<file path="src/rtl/sram_arbiter_pkg.sv">
// Shared constants and encodings for the SRAM arbiter and its half-word sequencer.
package sram_arbiter_pkg;

  localparam int unsigned WORD_WIDTH_DEFAULT      = 32;
  localparam int unsigned SRAM_DATA_WIDTH_DEFAULT = 16;
  localparam int unsigned SRAM_ADDR_WIDTH_DEFAULT = 18;
  localparam int unsigned WAIT_CYCLES_DEFAULT     = 1;

  // Transaction state: one word is an LO half-word phase followed by an HI phase.
  typedef enum logic [1:0] {
    StIdle = 2'd0,
    StLo   = 2'd1,
    StHi   = 2'd2,
    StDone = 2'd3
  } state_e;

  typedef enum logic {
    OwnIf  = 1'b0,
    OwnMem = 1'b1
  } owner_e;

  // Phase counter width; at least one bit even when WAIT_CYCLES is zero.
  function automatic int unsigned cnt_width(input int unsigned wait_cycles);
    return (wait_cycles > 0) ? $clog2(wait_cycles + 1) : 1;
  endfunction

endpackage

</file>
<file path="src/rtl/sram_halfword_seq.sv">
// Half-word phase sequencer: times each LO/HI phase, drives the SRAM pins and
// captures read data. The owning FSM state is supplied by sram_arbiter.
module sram_halfword_seq
  import sram_arbiter_pkg::*;
#(
  parameter int unsigned SRAM_DATA_WIDTH = SRAM_DATA_WIDTH_DEFAULT,
  parameter int unsigned SRAM_ADDR_WIDTH = SRAM_ADDR_WIDTH_DEFAULT,
  parameter int unsigned WAIT_CYCLES     = WAIT_CYCLES_DEFAULT
) (
  input  logic                         clk,
  input  logic                         rst,
  input  state_e                       state,
  input  logic                         op_write,
  input  logic [SRAM_ADDR_WIDTH-2:0]   word_addr,
  input  logic [2*SRAM_DATA_WIDTH-1:0] wdata,
  output logic                         phase_done,
  output logic [2*SRAM_DATA_WIDTH-1:0] rdata_word,
  output logic [SRAM_ADDR_WIDTH-1:0]   sram_addr,
  output logic [SRAM_DATA_WIDTH-1:0]   sram_dq_out,
  output logic                         sram_dq_oe,
  input  logic [SRAM_DATA_WIDTH-1:0]   sram_dq_in,
  output logic                         sram_we_n,
  output logic                         sram_oe_n
);

  localparam int unsigned CntWidth = cnt_width(WAIT_CYCLES);

  logic [CntWidth-1:0]        cnt_q, cnt_d;
  logic [SRAM_DATA_WIDTH-1:0] lo_q, lo_d;
  logic                       in_phase;
  logic                       is_hi;

  assign in_phase   = (state == StLo) || (state == StHi);
  assign is_hi      = (state == StHi);
  assign phase_done = in_phase && (cnt_q == CntWidth'(WAIT_CYCLES));

  // HI half is taken straight from the bus so the full word is ready on the last HI cycle.
  assign rdata_word = {sram_dq_in, lo_q};

  // Phase counter and LO capture next-state; counter restarts at every phase entry.
  always_comb begin
    cnt_d = '0;
    lo_d  = lo_q;
    if (in_phase && !phase_done) begin
      cnt_d = cnt_q + CntWidth'(1);
    end
    if ((state == StLo) && phase_done && !op_write) begin
      lo_d = sram_dq_in;
    end
  end

  // Counter and LO half-word registers with synchronous active-low reset.
  always_ff @(posedge clk) begin
    if (!rst) begin
      cnt_q <= '0;
      lo_q  <= '0;
    end else begin
      cnt_q <= cnt_d;
      lo_q  <= lo_d;
    end
  end

  // SRAM pin drive; idle values outside LO/HI.
  always_comb begin
    sram_addr   = '0;
    sram_dq_out = '0;
    sram_dq_oe  = 1'b0;
    sram_we_n   = 1'b1;
    sram_oe_n   = 1'b1;
    if (in_phase) begin
      sram_addr = {word_addr, is_hi};
      if (op_write) begin
        sram_dq_oe  = 1'b1;
        sram_we_n   = 1'b0;
        sram_dq_out = is_hi ? wdata[2*SRAM_DATA_WIDTH-1:SRAM_DATA_WIDTH]
                            : wdata[SRAM_DATA_WIDTH-1:0];
      end else begin
        sram_oe_n = 1'b0;
      end
    end
  end

endmodule

</file>
<file path="src/rtl/sram_arbiter.sv">
// Shares one 16-bit SRAM between instruction fetch and MEM-stage data accesses.
// MEM has fixed priority; each word is moved as two half-word phases.
module sram_arbiter
  import sram_arbiter_pkg::*;
#(
  parameter int unsigned WORD_WIDTH      = WORD_WIDTH_DEFAULT,
  parameter int unsigned SRAM_DATA_WIDTH = SRAM_DATA_WIDTH_DEFAULT,
  parameter int unsigned SRAM_ADDR_WIDTH = SRAM_ADDR_WIDTH_DEFAULT,
  parameter int unsigned WAIT_CYCLES     = WAIT_CYCLES_DEFAULT
) (
  input  logic                       clk,
  input  logic                       rst,
  input  logic                       if_req,
  input  logic [WORD_WIDTH-1:0]      if_addr,
  output logic [WORD_WIDTH-1:0]      if_rdata,
  output logic                       if_ready,
  output logic                       if_stall,
  input  logic                       mem_rd_en,
  input  logic                       mem_wr_en,
  input  logic [WORD_WIDTH-1:0]      mem_addr,
  input  logic [WORD_WIDTH-1:0]      mem_wdata,
  output logic [WORD_WIDTH-1:0]      mem_rdata,
  output logic                       mem_ready,
  output logic                       mem_stall,
  output logic [SRAM_ADDR_WIDTH-1:0] sram_addr,
  output logic [SRAM_DATA_WIDTH-1:0] sram_dq_out,
  output logic                       sram_dq_oe,
  input  logic [SRAM_DATA_WIDTH-1:0] sram_dq_in,
  output logic                       sram_we_n,
  output logic                       sram_oe_n
);

  state_e                      state_q, state_d;
  owner_e                      owner_q, owner_d;
  logic                        write_q, write_d;
  logic [SRAM_ADDR_WIDTH-2:0]  word_addr_q, word_addr_d;
  logic [WORD_WIDTH-1:0]       wdata_q, wdata_d;
  logic [WORD_WIDTH-1:0]       if_rdata_q, if_rdata_d;
  logic [WORD_WIDTH-1:0]       mem_rdata_q, mem_rdata_d;
  logic                        mem_req;
  logic                        phase_done;
  logic [WORD_WIDTH-1:0]       rdata_word;

  // Byte offset and bits above the SRAM range are deliberately ignored.
  logic unused_addr_bits;
  assign unused_addr_bits = ^{if_addr[WORD_WIDTH-1:SRAM_ADDR_WIDTH+1], if_addr[1:0],
                              mem_addr[WORD_WIDTH-1:SRAM_ADDR_WIDTH+1], mem_addr[1:0]};

  assign mem_req = mem_rd_en | mem_wr_en;

  // Arbitration FSM next-state, grant latching and read-data update.
  always_comb begin
    state_d     = state_q;
    owner_d     = owner_q;
    write_d     = write_q;
    word_addr_d = word_addr_q;
    wdata_d     = wdata_q;
    if_rdata_d  = if_rdata_q;
    mem_rdata_d = mem_rdata_q;
    unique case (state_q)
      StIdle: begin
        if (mem_req) begin
          owner_d     = OwnMem;
          write_d     = mem_wr_en;  // rd+wr together is illegal; write wins
          word_addr_d = mem_addr[SRAM_ADDR_WIDTH:2];
          wdata_d     = mem_wdata;
          state_d     = StLo;
        end else if (if_req) begin
          owner_d     = OwnIf;
          write_d     = 1'b0;
          word_addr_d = if_addr[SRAM_ADDR_WIDTH:2];
          wdata_d     = '0;
          state_d     = StLo;
        end
      end
      StLo: begin
        if (phase_done) begin
          state_d = StHi;
        end
      end
      StHi: begin
        if (phase_done) begin
          state_d = StDone;
          if (!write_q) begin
            if (owner_q == OwnIf) begin
              if_rdata_d = rdata_word;
            end else begin
              mem_rdata_d = rdata_word;
            end
          end
        end
      end
      StDone: begin
        state_d = StIdle;
      end
      default: begin
        state_d = StIdle;
      end
    endcase
  end

  // Arbiter state and per-owner read data registers.
  always_ff @(posedge clk) begin
    if (!rst) begin
      state_q     <= StIdle;
      owner_q     <= OwnIf;
      write_q     <= 1'b0;
      word_addr_q <= '0;
      wdata_q     <= '0;
      if_rdata_q  <= '0;
      mem_rdata_q <= '0;
    end else begin
      state_q     <= state_d;
      owner_q     <= owner_d;
      write_q     <= write_d;
      word_addr_q <= word_addr_d;
      wdata_q     <= wdata_d;
      if_rdata_q  <= if_rdata_d;
      mem_rdata_q <= mem_rdata_d;
    end
  end

  // Ready pulses and stalls are combinational so the pipeline sees them in the same cycle.
  always_comb begin
    if_ready  = (state_q == StDone) && (owner_q == OwnIf);
    mem_ready = (state_q == StDone) && (owner_q == OwnMem);
    if_stall  = if_req & ~if_ready;
    mem_stall = mem_req & ~mem_ready;
    if_rdata  = if_rdata_q;
    mem_rdata = mem_rdata_q;
  end

  sram_halfword_seq #(
    .SRAM_DATA_WIDTH (SRAM_DATA_WIDTH),
    .SRAM_ADDR_WIDTH (SRAM_ADDR_WIDTH),
    .WAIT_CYCLES     (WAIT_CYCLES)
  ) u_seq (
    .clk         (clk),
    .rst         (rst),
    .state       (state_q),
    .op_write    (write_q),
    .word_addr   (word_addr_q),
    .wdata       (wdata_q),
    .phase_done  (phase_done),
    .rdata_word  (rdata_word),
    .sram_addr   (sram_addr),
    .sram_dq_out (sram_dq_out),
    .sram_dq_oe  (sram_dq_oe),
    .sram_dq_in  (sram_dq_in),
    .sram_we_n   (sram_we_n),
    .sram_oe_n   (sram_oe_n)
  );

endmodule

</file>
<file path="config.mk">
export PLATFORM = sky130hd
export DESIGN_NAME = sram_arbiter
export DESIGN_NICKNAME = d
export VERILOG_FILES = /design/src/rtl/sram_arbiter_pkg.sv /design/src/rtl/sram_halfword_seq.sv /design/src/rtl/sram_arbiter.sv
export SDC_FILE = /design/constraint.sdc
export NUM_CORES = 1
export LEC_CHECK = 0
export CAP_MARGIN = 20
export CORE_MARGIN = 5
export CORE_UTILIZATION = 55
export DETAILED_ROUTE_END_ITERATION = 10
export DONT_BUFFER_PORTS = 1
export GPL_TIMING_DRIVEN = 0
export PLACE_DENSITY = 0.81
export SLEW_MARGIN = 20
export SYNTH_ARGS = -nofsm -noshare
export SYNTH_HDL_FRONTEND = slang
export SYNTH_SLANG_ARGS = --single-unit
export TNS_END_PERCENT = 1
</file>
<file path="constraint.sdc">
create_clock -name clk -period 1.8 [get_ports clk]
set_input_delay 0.54 -clock clk [delete_from_list [all_inputs] [get_ports clk]]
set_output_delay 0.54 -clock clk [all_outputs]
set_load 0.005 [all_outputs]
</file>
==> results.ini, run 1 <==
[outcome]
status = finished, violations left
violations = negative setup slack

[setup_path]
r2r-end = u_seq.lo_q[11]$_SDFFE_PN0P_
cp_data_arrival_time_ns = 1.69
reg2reg_from = state_q[1]$_SDFFE_PN0P_
cp_cell_sequence = inv_4 -> ha_4 -> clkbuf_16 -> clkbuf_16 -> and2_4
endpoint_kind = output pin
critical_path_class = reg -> out
timing.critical_path.buf_inv = 3
crit_fanout = 5
cpPeakStageDelay_ns = 0.39
cpMaxStageDelayCell = dfxtp_4
cp_top_family = flip-flops
r2r_slack_ns = 0.01
cpMostUsedCell = clkbuf_16
path_depth = 5
start_kind = flop
cp_data_required_time_ns = 1.26
r2r_cells = 7

[route]
drt-pass1-iter-count = 5
ant_nets = 0
dr.first_iter.drc_count = 314
wl_per_cell_um = 19.54
via_count = 4911
viasPerCell = 5.881
drc_errors = 0
wl_um = 16320

[floorplanning]
io_pins = 222
die_h_um = 109.5
start_util_pct = 55.98
die_area_um2 = 11990
chipWidth_um = 109.5
fp.coreArea_um2 = 9729
std_cell_rows = 36

[global_routing]
antenna_found_initial = 0
grt_overflow = 0
grt_max_degree = 17
grt_pass1_wl_um = 25190
grt_pass1_vias = 4886
track_usage_pct = 26.96

[sta]
setup_ws_ns = -0.4331
period_minus_slack_ns = 2.233
fin_skew_ns = 0.01057
tightest_slew_ns = 0.7078
rsz0062_at_grt = yes
finalMaxSlewViolations = 0
hold_viol_final = 0
post-route-period-util_pct = 124.1
setup_tns_ns = -14.73
relSlewSlack_pct = 52.81
setup_viol = 40
timing.fmax_mhz = 447.8

[finish]
n_antenna_cell = 0
num-nets-final = 812
drive_gt1_share_pct = 18.80
syn_to_final_growth_pct = 23.71
final_core_util_pct = 69.25

[synthesis]
seq_area_frac_synth_pct = 49.25
synthesis.nets = 781
synth_cells = 658
ys_top_cells_by_area = dfxtp_1 49%, nand2_1 8.2%, a21oi_1 7.5%
yosysWarnings = 0
ys_ff_latch = 134
netlist.area_leader.share_pct = 49.25
synth_cell_type_count = 31
synth-edff-count = 0
synth_flop_cell = dfxtp_1
avgSynthCellArea_um2 = 8.277
synth_area_um2 = 5446
yosysTopAreaCell = dfxtp_1
synthArstFlopShare_pct = 0

[worst_hold_path]
holdCritStartpoint = sram_dq_in[1]
hold_path_depth = 2
min_to = mem_rdata[17]$_SDFFE_PN0P_
holdCritPathClass = in -> reg

[clock_network]
clkSinkCount = 134
clkTransAtPathRegs_ns = 0.07
insertion_delay_ns = 0.51
holdBufCountCts = 0
clock_path_buffers = 2
cts_tree = yes
numCtsBuffers = 17
root_buffer = clkbuf_8
htree_levels = 4

[power]
powerDensity_nw_per_um2 = 1654
irDropWorstVdd_mv = 1.016
p_leak_nw = 2.379

[place]
port_buffers = 0
gp_congestion = 0.8193
hpwl_um = 11510
pre_cts_slack_ns = -0.2034

[run]
maxCapViolCount = 0

## cells by family (layout without fill, tap and decap cells)
| group | after synthesis | count (layout) | share of synthesized area, % |
|---|---|---|---|
| AND/OR/NAND/NOR | 250 | 250 | 19.69 |
| buffers and inverters | 64 | 108 | 5.950 |
| flip-flops | 134 | 134 | 49.25 |
| AO/OA/AOI/OAI | 186 | 186 | 20.42 |
| multiplexers | 18 | 18 | 3.308 |
| adder cells (fa/ha/maj) | 6 | 6 | 1.378 |
## metrics by stage
| step | hold WS (ns) | total power [mW] | area [um^2] | cells |
|---|---|---|---|---|
| after floorplan | 0.4453 | 5.732 | 5478 | 658 |
| after global placement | 0.4660 | 6.246 | 5644 | 791 |
| after detailed placement | 0.4701 | 6.385 | 5644 | 791 |
| after CTS | 0.1446 | 10.77 | 6588 | 830 |
| after global routing | 0.1436 | 11.69 | 6738 | 835 |
| final | 0.1580 | 11.14 | 6738 | 835 |
## repair_timing
action,4_1_cts,5_1_grt
cloned,2,1
setup buffers,5,5
pin swaps,1,3
resized for setup,62,26
setup endpoints to repair,53,99
## how the worst max path moves through the flow
| stage | from | endpoint |
|---|---|---|
| global placement | state_q[0]$_SDFFE_PN0P_ | sram_dq_out[6] |
| floorplan | state_q[0]$_SDFFE_PN0P_ | sram_addr[10] |
| CTS | state_q[1]$_SDFFE_PN0P_ | sram_addr[12] |
| finish | state_q[1]$_SDFFE_PN0P_ | sram_addr[13] |
| global route | state_q[1]$_SDFFE_PN0P_ | sram_addr[13] |
| detailed placement | state_q[0]$_SDFFE_PN0P_ | sram_dq_out[12] |
## Yosys cell counts (3+ instances only)
| cell | n |
|---|---|
| nand3_1 | 32 |
| a311oi_1 | 17 |
| nor2b_1 | 3 |
| mux2i_1 | 18 |
| buf_2 | 17 |
| nor2_1 | 67 |
| o21ai_0 | 50 |
| clkbuf_1 | 31 |
| and2_1 | 18 |
| a22oi_1 | 32 |
| ha_1 | 6 |
| dfxtp_1 | 134 |
| nand2_1 | 119 |
| buf_6 | 7 |
| a21oi_1 | 82 |
| inv_1 | 4 |
## report_power, final
part	total, mW	switching (mW)	internal (mW)
registers	3.63	0.292	3.34
logic	3.93	2.04	1.89
clock network	3.58	1.39	2.19
total	11.1	3.72	7.42
## cell type report
cell class	count	area [um^2]
fillers	796	2992
inverters	5	23.77
well taps	133	166.4
plain buffers	58	419.2
clock inverters	14	187.7
multi-input cells	460	2659
flip-flops and latches	134	2688
repair buffers	13	166.4
clock buffers	18	427.9
## per-layer routing
layer,vias to the layer above,wire length [um],track usage (%)
li1,2326,-,-
met1,2335,6077,31.59
met2,218,8065,45.12
met3,32,1786,9.924
met4,0,387,9.973
met5,-,0,0
## cell usage in the layout (no fill, tap or decap), types with 3 or more instances in the layout
cell type,Yosys,layout
clkbuf_1,31,23
a22oi_1,32,32
dfxtp_1,134,132
mux2i_1,18,11
nand2_1,119,117
clkinvlp_4,0,3
bufinv_16,0,3
clkbuf_16,0,20
and2_4,0,18
buf_12,0,5
mux2i_2,0,5
o21ai_0,50,50
nand3_1,32,32
buf_6,7,7
clkbuf_2,2,5
inv_6,0,4
clkbuf_8,0,4
a311oi_1,17,17
a21oi_1,82,82
ha_4,0,3
nor2_4,0,3
buf_2,17,11
nor2_1,67,58
buf_4,2,13
nor2_2,1,7
## state kept, by name, indices dropped and copies added, names as in the netlist
register and flops:
if_rdata 32, mem_rdata 32, owner_q 1, state_q 2, u_seq.cnt_q 1, u_seq.lo_q 16
wdata_q 32, word_addr_q 17, write_q 1
Power figures use the tool's default switching activity.
==> run 2, diff against run 1 <==
--- a/config.mk
+++ b/config.mk
@@ -11,7 +11,9 @@
 export DETAILED_ROUTE_END_ITERATION = 10
 export DONT_BUFFER_PORTS = 1
 export GPL_TIMING_DRIVEN = 0
-export PLACE_DENSITY = 0.81
+export HOLD_SLACK_MARGIN = 0.02
+export PLACE_DENSITY = 0.78
+export REMOVE_ABC_BUFFERS = 1
 export SLEW_MARGIN = 20
 export SYNTH_ARGS = -nofsm -noshare
 export SYNTH_HDL_FRONTEND = slang
==> constraint.sdc (replaced) <==
create_clock -name clk -period 2.1 [get_ports clk]
set_input_delay 0.63 -clock clk [delete_from_list [all_inputs] [get_ports clk]]
set_output_delay 0.63 -clock clk [all_outputs]
set_load 0.005 [all_outputs]
==> run 2 against run 1 <==
  * The run still ends with negative setup slack left
  * Sequential share of layout area grew 3.3 points
  * Flip-flop and latch count unchanged
  * Cell count decreased by 7.1%
==> results.ini, run 2 (synthesized netlist as in run 1, its figures left out) <==
[clock_network]
numCtsBuffers = 17  ; unchanged
clkSinkCount = 134  ; unchanged
holdBufCountCts = 0  ; unchanged
insertion_delay_ns = 0.51  ; about the same
root_buffer = clkbuf_8
clkTransAtPathRegs_ns = 0.06  ; about the same
cts_tree = yes
htree_levels = 4  ; unchanged
clock_path_buffers = 2  ; unchanged

[setup_path]
timing.critical_path.buf_inv = 2  ; -1
cp_top_family = flip-flops
r2r_cells = 8  ; +1
cp_data_arrival_time_ns = 1.66  ; -0.03 ns
endpoint_kind = output pin
crit_fanout = 8  ; +3
path_depth = 5  ; unchanged
cpMaxStageDelayCell = dfxtp_4
cpPeakStageDelay_ns = 0.35  ; -0.04 ns
start_kind = flop
cp_data_required_time_ns = 1.47  ; +0.21 ns
critical_path_class = reg -> out
cp_cell_sequence = inv_4 -> ha_4 -> buf_12 -> mux2i_4 -> nor2_2

[worst_hold_path]
hold_path_depth = 2  ; unchanged
holdCritPathClass = in -> reg

[sta]
setup_viol = 50  ; +25%
whs_ns = 0.2483  ; +0.09034 ns
finalMaxSlewViolations = 0  ; unchanged
relSlewSlack_pct = 39.89  ; -13 points
fin_skew_ns = 0.007062  ; -0.003503 ns
tightest_slew_ns = 0.8968  ; +0.1890 ns
setup_ws_ns = -0.1850  ; +0.2481 ns
timing.fmax_mhz = 437.6
hold_viol_final = 0  ; unchanged
period_minus_slack_ns = 2.285
rsz0062_at_grt = yes
post-route-period-util_pct = 108.8

[finish]
syn_to_final_growth_pct = 14.38
n_antenna_cell = 0  ; unchanged
num-fill-cells = 836  ; +5.0%
drive_gt1_share_pct = 12.91  ; -5.9 points
final_core_util_pct = 64.03  ; -5.2 points
mostFrequentLayoutCells = 132 x dfxtp_1, 118 x nand2_1, 82 x a21oi_1
num-nets-final = 754  ; -7.1%
layout_commonest_cell = dfxtp_1

[route]
via_count = 4551  ; -7.3%
dr.first_iter.drc_count = 258  ; -18%
drc_errors = 0  ; unchanged
drt-pass1-iter-count = 5  ; unchanged
wl_um = 14130  ; -13%
ant_nets = 0  ; unchanged
wl_per_cell_um = 18.20  ; -6.8%
viasPerCell = 5.865  ; -0.28%

[run]
maxCapViolCount = 0  ; unchanged

[global_routing]
grt_max_degree = 77  ; +60
antenna_found_initial = 0  ; unchanged
grt_pass1_vias = 4538  ; -7.1%
grt_pass1_wl_um = 22230  ; -12%
grt_overflow = 0  ; unchanged
track_usage_pct = 23.59  ; -3.4 points

[floorplanning]
fp.coreArea_um2 = 9729  ; unchanged
die_h_um = 109.5  ; unchanged
std_cell_rows = 36  ; unchanged
die_area_um2 = 11990  ; unchanged
io_pins = 222  ; unchanged
chipWidth_um = 109.5  ; unchanged
start_util_pct = 55.98  ; unchanged

[power]
irDropWorstVdd_mv = 0.7682  ; -24%
p_leak_nw = 2.109  ; -11%
powerDensity_nw_per_um2 = 1367  ; -17%

[place]
gp_congestion = 0.7142  ; -13%
pre_cts_slack_ns = -0.7665  ; -0.5631 ns
port_buffers = 0  ; unchanged
hpwl_um = 9077  ; -21%

[outcome]
status = finished, violations left
violations = negative setup slack

## run 2: cell type report
type / instances / area (um^2) / area share (%)
flip-flops and latches: 134 / 2690 / 43.18
multi-input cells: 460 / 2562 / 41.13
clock buffers: 19 / 441.7 / 7.090
repair buffers: 13 / 187.7 / 3.013
well taps: 133 / 166.4 / 2.671
clock inverters: 12 / 152.6 / 2.450
inverters: 5 / 28.78 / 0.4619
## run 2: worst paths after layout
check / endpoint / slack (ns) / start
max: sram_dq_out[4] / -0.19 / state_q[0]$_SDFFE_PN0P_
min: mem_rdata[26]$_SDFFE_PN0P_ / 0.25 / sram_dq_in[10]
max reg2reg: if_rdata[3]$_SDFFE_PN0P_ / -0.05 / state_q[0]$_SDFFE_PN0P_
min reg2reg: mem_rdata[4]$_SDFFE_PN0P_ / 0.47 / u_seq.lo_q[4]$_SDFFE_PN0P_
## run 2: stage by stage
stage | total power, mW | setup TNS, ns | instances | cell area (um^2)
finish | 8.517 | -4.768 | 776 | 6230
detailed placement | 5.210 | -41.09 | 738 | 5430
CTS | 8.496 | -5.568 | 775 | 6186
global placement | 4.955 | -266.60 | 732 | 5308
global route | 8.965 | -10.88 | 776 | 6230
floorplan | 4.507 | -116.37 | 599 | 5141
## run 2: timing repair
item	CTS	global route
setup endpoints to repair	108	72
pin swaps	27	4
resized for setup	38	10
buffers inserted	6	1
## run 2: where the power goes
group          internal, mW  switching (mW)  total [mW]  leakage, nW
registers              2.86           0.221        3.09         1.09
clock network          1.86            1.09        2.95        0.282
logic                 0.968            1.52        2.48        0.735
total                  5.69            2.82        8.52         2.11
## run 2: layer usage
| metal | track usage [%] | routed length, um | up-vias |
|---|---|---|---|
| met5 | 0 | 0 | - |
| met1 | 25.96 | 5208 | 2111 |
| li1 | - | - | 2208 |
| met2 | 41.37 | 7080 | 215 |
| met3 | 9.689 | 1656 | 17 |
| met4 | 7.302 | 181 | 0 |
==> run 3, diff against run 2 <==
--- a/config.mk
+++ b/config.mk
@@ -6,6 +6,7 @@
 export NUM_CORES = 1
 export LEC_CHECK = 0
 export CAP_MARGIN = 20
+export CORE_ASPECT_RATIO = 1.1
 export CORE_MARGIN = 5
 export CORE_UTILIZATION = 55
 export DETAILED_ROUTE_END_ITERATION = 10
==> run 3 against run 2 <==
  * The run still ends with negative setup slack left
  * Clock skew decreased by 0.0016 ns
  * Sequential share of layout area is 0.11 points lower
  * Maximum frequency decreased by 0.16%
  * Critical endpoint is now sram_dq_out[14]
  * Largest power group is now clock
==> results.ini, run 3 (synthesized netlist as in run 1, its figures left out) <==
[global_routing]
track_usage_pct = 23.09  ; -0.50 points
grt_pass1_vias = 4591  ; +1.2%
antenna_found_initial = 0  ; unchanged
grt_overflow = 0  ; unchanged
grt_pass1_wl_um = 22800  ; +2.6%
grt_max_degree = 71  ; -7.8%

[floorplanning]
std_cell_rows = 38  ; +5.6%
io_pins = 222  ; unchanged
chipWidth_um = 104.9  ; -4.2%
fp.coreArea_um2 = 9794  ; +0.67%
start_util_pct = 55.61  ; -0.37 points
die_area_um2 = 12000  ; about the same
die_h_um = 114.4  ; +4.4%

[sta]
post-route-period-util_pct = 109.0  ; +0.17 points
setup_ws_ns = -0.1886  ; -0.003580 ns
finalMaxSlewViolations = 0  ; unchanged
hold_viol_final = 0  ; unchanged
tightest_slew_ns = 0.8743  ; -0.02257 ns
fin_skew_ns = 0.005490  ; -0.001572 ns
relSlewSlack_pct = 41.41  ; +1.5 points
rsz0062_at_grt = yes
period_minus_slack_ns = 2.289  ; +0.003580 ns
timing.fmax_mhz = 436.9  ; -0.16%
setup_tns_ns = -4.930  ; -0.1629 ns
setup_viol = 41  ; -18%

[clock_network]
root_buffer = clkbuf_8
clkSinkCount = 134  ; unchanged
numCtsBuffers = 17  ; unchanged
clock_path_buffers = 2  ; unchanged
htree_levels = 4  ; unchanged
clkTransAtPathRegs_ns = 0.06  ; about the same
cts_tree = yes
insertion_delay_ns = 0.51  ; about the same
holdBufCountCts = 0  ; unchanged

[setup_path]
cp_data_arrival_time_ns = 1.66  ; about the same
cp_top_family = flip-flops
crit_fanout = 8  ; unchanged
cp_data_required_time_ns = 1.47  ; about the same
cpMaxStageDelayCell = dfxtp_4
cp_cell_sequence = inv_6 -> ha_4 -> buf_12 -> mux2i_4 -> nor2_2
reg2reg_from = state_q[1]$_SDFFE_PN0P_
critical_path_class = reg -> out
r2r-end = u_seq.lo_q[9]$_SDFFE_PN0P_
start_kind = flop
endpoint_kind = output pin
r2r_slack_ns = -0.06  ; about the same
timing.critical_path.buf_inv = 2  ; unchanged
cpPeakStageDelay_ns = 0.36  ; about the same
r2r_cells = 6  ; -2

[finish]
drive_gt1_share_pct = 12.91  ; unchanged
layout_commonest_cell = dfxtp_1
num-nets-final = 753  ; -0.13%
n_antenna_cell = 0  ; unchanged
mostFrequentLayoutCells = 132 x dfxtp_1, 118 x nand2_1, 82 x a21oi_1
syn_to_final_growth_pct = 14.68
num-fill-cells = 837  ; +0.12%
fin_area_um2 = 6246  ; +0.26%

[worst_hold_path]
holdCritStartpoint = sram_dq_in[0]
hold_path_depth = 2  ; unchanged
min_to = mem_rdata[16]$_SDFFE_PN0P_
holdCritPathClass = in -> reg

[place]
port_buffers = 0  ; unchanged
hpwl_um = 8873  ; -2.3%
gp_congestion = 0.7832  ; +9.7%
postPlaceCellArea_um2 = 5391  ; -0.71%

[power]
internal-power_mw = 5.881  ; +3.3%
pwr-share-comb_pct = 28.3  ; -0.9 points
irDropWorstVdd_mv = 0.7988  ; +4.0%
p_sw_share_pct = 32.48  ; -0.65 points
p_leak_nw = 2.123  ; +0.66%
powerDensity_nw_per_um2 = 1395  ; +2.0%
p_clk_share_pct = 36.2  ; +1.6 points
seqPwrFrac_pct = 35.5  ; -0.7 points
switching_power_mw = 2.829  ; +0.26%

[route]
wl_met2_um = 7170  ; +1.3%
drc_errors = 0  ; unchanged
drt-met1-wl_um = 5476  ; +5.1%
ant_nets = 0  ; unchanged
wl_um = 14180  ; +0.40%
wl_per_cell_um = 18.59  ; +2.1%
drt-pass1-iter-count = 4  ; -1
top_layer = met4
via_count = 4627  ; +1.7%
dr.first_iter.drc_count = 229  ; -11%
viasPerCell = 6.064  ; +3.4%
met3WireLength_um = 1356  ; -18%

[run]
maxCapViolCount = 0  ; unchanged

[outcome]
status = finished, violations left
violations = negative setup slack

==> run 3: changes by cell type in the layout (fill, tap and decap cells not counted), sizes merged <==
cell,before,now
buf,13,12
clkinv,5,6
clkinvlp,4,2
bufinv,3,5
==> run 3: how the worst max path moves through the flow <==
stage                            start                     endpoint  slack, ns  depth (start not counted)
2_1_floorplan                      rst  word_addr_q[0]$_SDFFE_PN0P_      -1.10                          2
3_5_place_dp   state_q[1]$_SDFFE_PN0P_              sram_dq_out[13]      -0.76                          4
3_3_place_gp                       rst  word_addr_q[8]$_SDFFE_PN0P_      -2.23                          2
6_report       state_q[0]$_SDFFE_PN0P_              sram_dq_out[14]      -0.19                          5
4_1_cts        state_q[0]$_SDFFE_PN0P_              sram_dq_out[10]      -0.21                          5
5_1_grt        state_q[0]$_SDFFE_PN0P_              sram_dq_out[14]      -0.25                          5
==> run 3: worst reg2reg max path, delay by kind of cell, from the launching register on <==
family                   cells  cell delay, ns
AO/OA/AOI/OAI                1            0.09
adder cells (fa/ha/maj)      1            0.32
buffers and inverters        2            0.22
flip-flops                   1            0.39
AND/OR/NAND/NOR              2            1.01
==> run 3: power groups by stage <==
stage	clock (mW)	combinational, mW	sequential, mW
2_1_floorplan	0	1.47	3.04
3_3_place_gp	0	1.88	3.07
3_5_place_dp	0	2.10	3.10
4_1_cts	3.20	2.40	3.07
5_1_grt	3.33	2.72	3.13
6_report	3.16	2.46	3.09
==> run 3: routing by layer <==
| layer | vias to the layer above | global-route usage (%) |
|---|---|---|
| met1 | 2202 | 27.25 |
| met2 | 210 | 38.83 |
| li1 | 2200 | - |
| met4 | 0 | 9.378 |
| met3 | 15 | 7.501 |
| met5 | - | 0 |
==> run 3: final cells by class <==
type	count	area (um^2)	area share, %
flip-flops and latches	134	2690	43.07
repair buffers	12	168.9	2.704
well taps	120	150.1	2.404
clock buffers	19	431.7	6.911
clock inverters	13	202.7	3.245
multi-input cells	460	2574	41.21
inverters	5	28.78	0.4607
==> run 3: metrics by stage <==
stage                     hold WS [ns]  cells  total power [mW]  utilization [%]  setup WS [ns]
after global placement          0.4507    719             4.951            54.02         -2.234
after detailed placement        0.4607    724             5.198            55.05        -0.7607
after CTS                       0.2258    761             8.677            63.17        -0.2051
after global routing            0.2265    763             9.178            63.77        -0.2539
after floorplan                 0.4453    599             4.507                -         -1.096
final                           0.2552    763             8.710            63.77        -0.1886
==> run 3: repair_timing <==
item / CTS / global route
resized for setup: 40 / 13
setup endpoints to repair: 117 / 54
buffers inserted: 5 / 1
pin swaps: 15 / 4
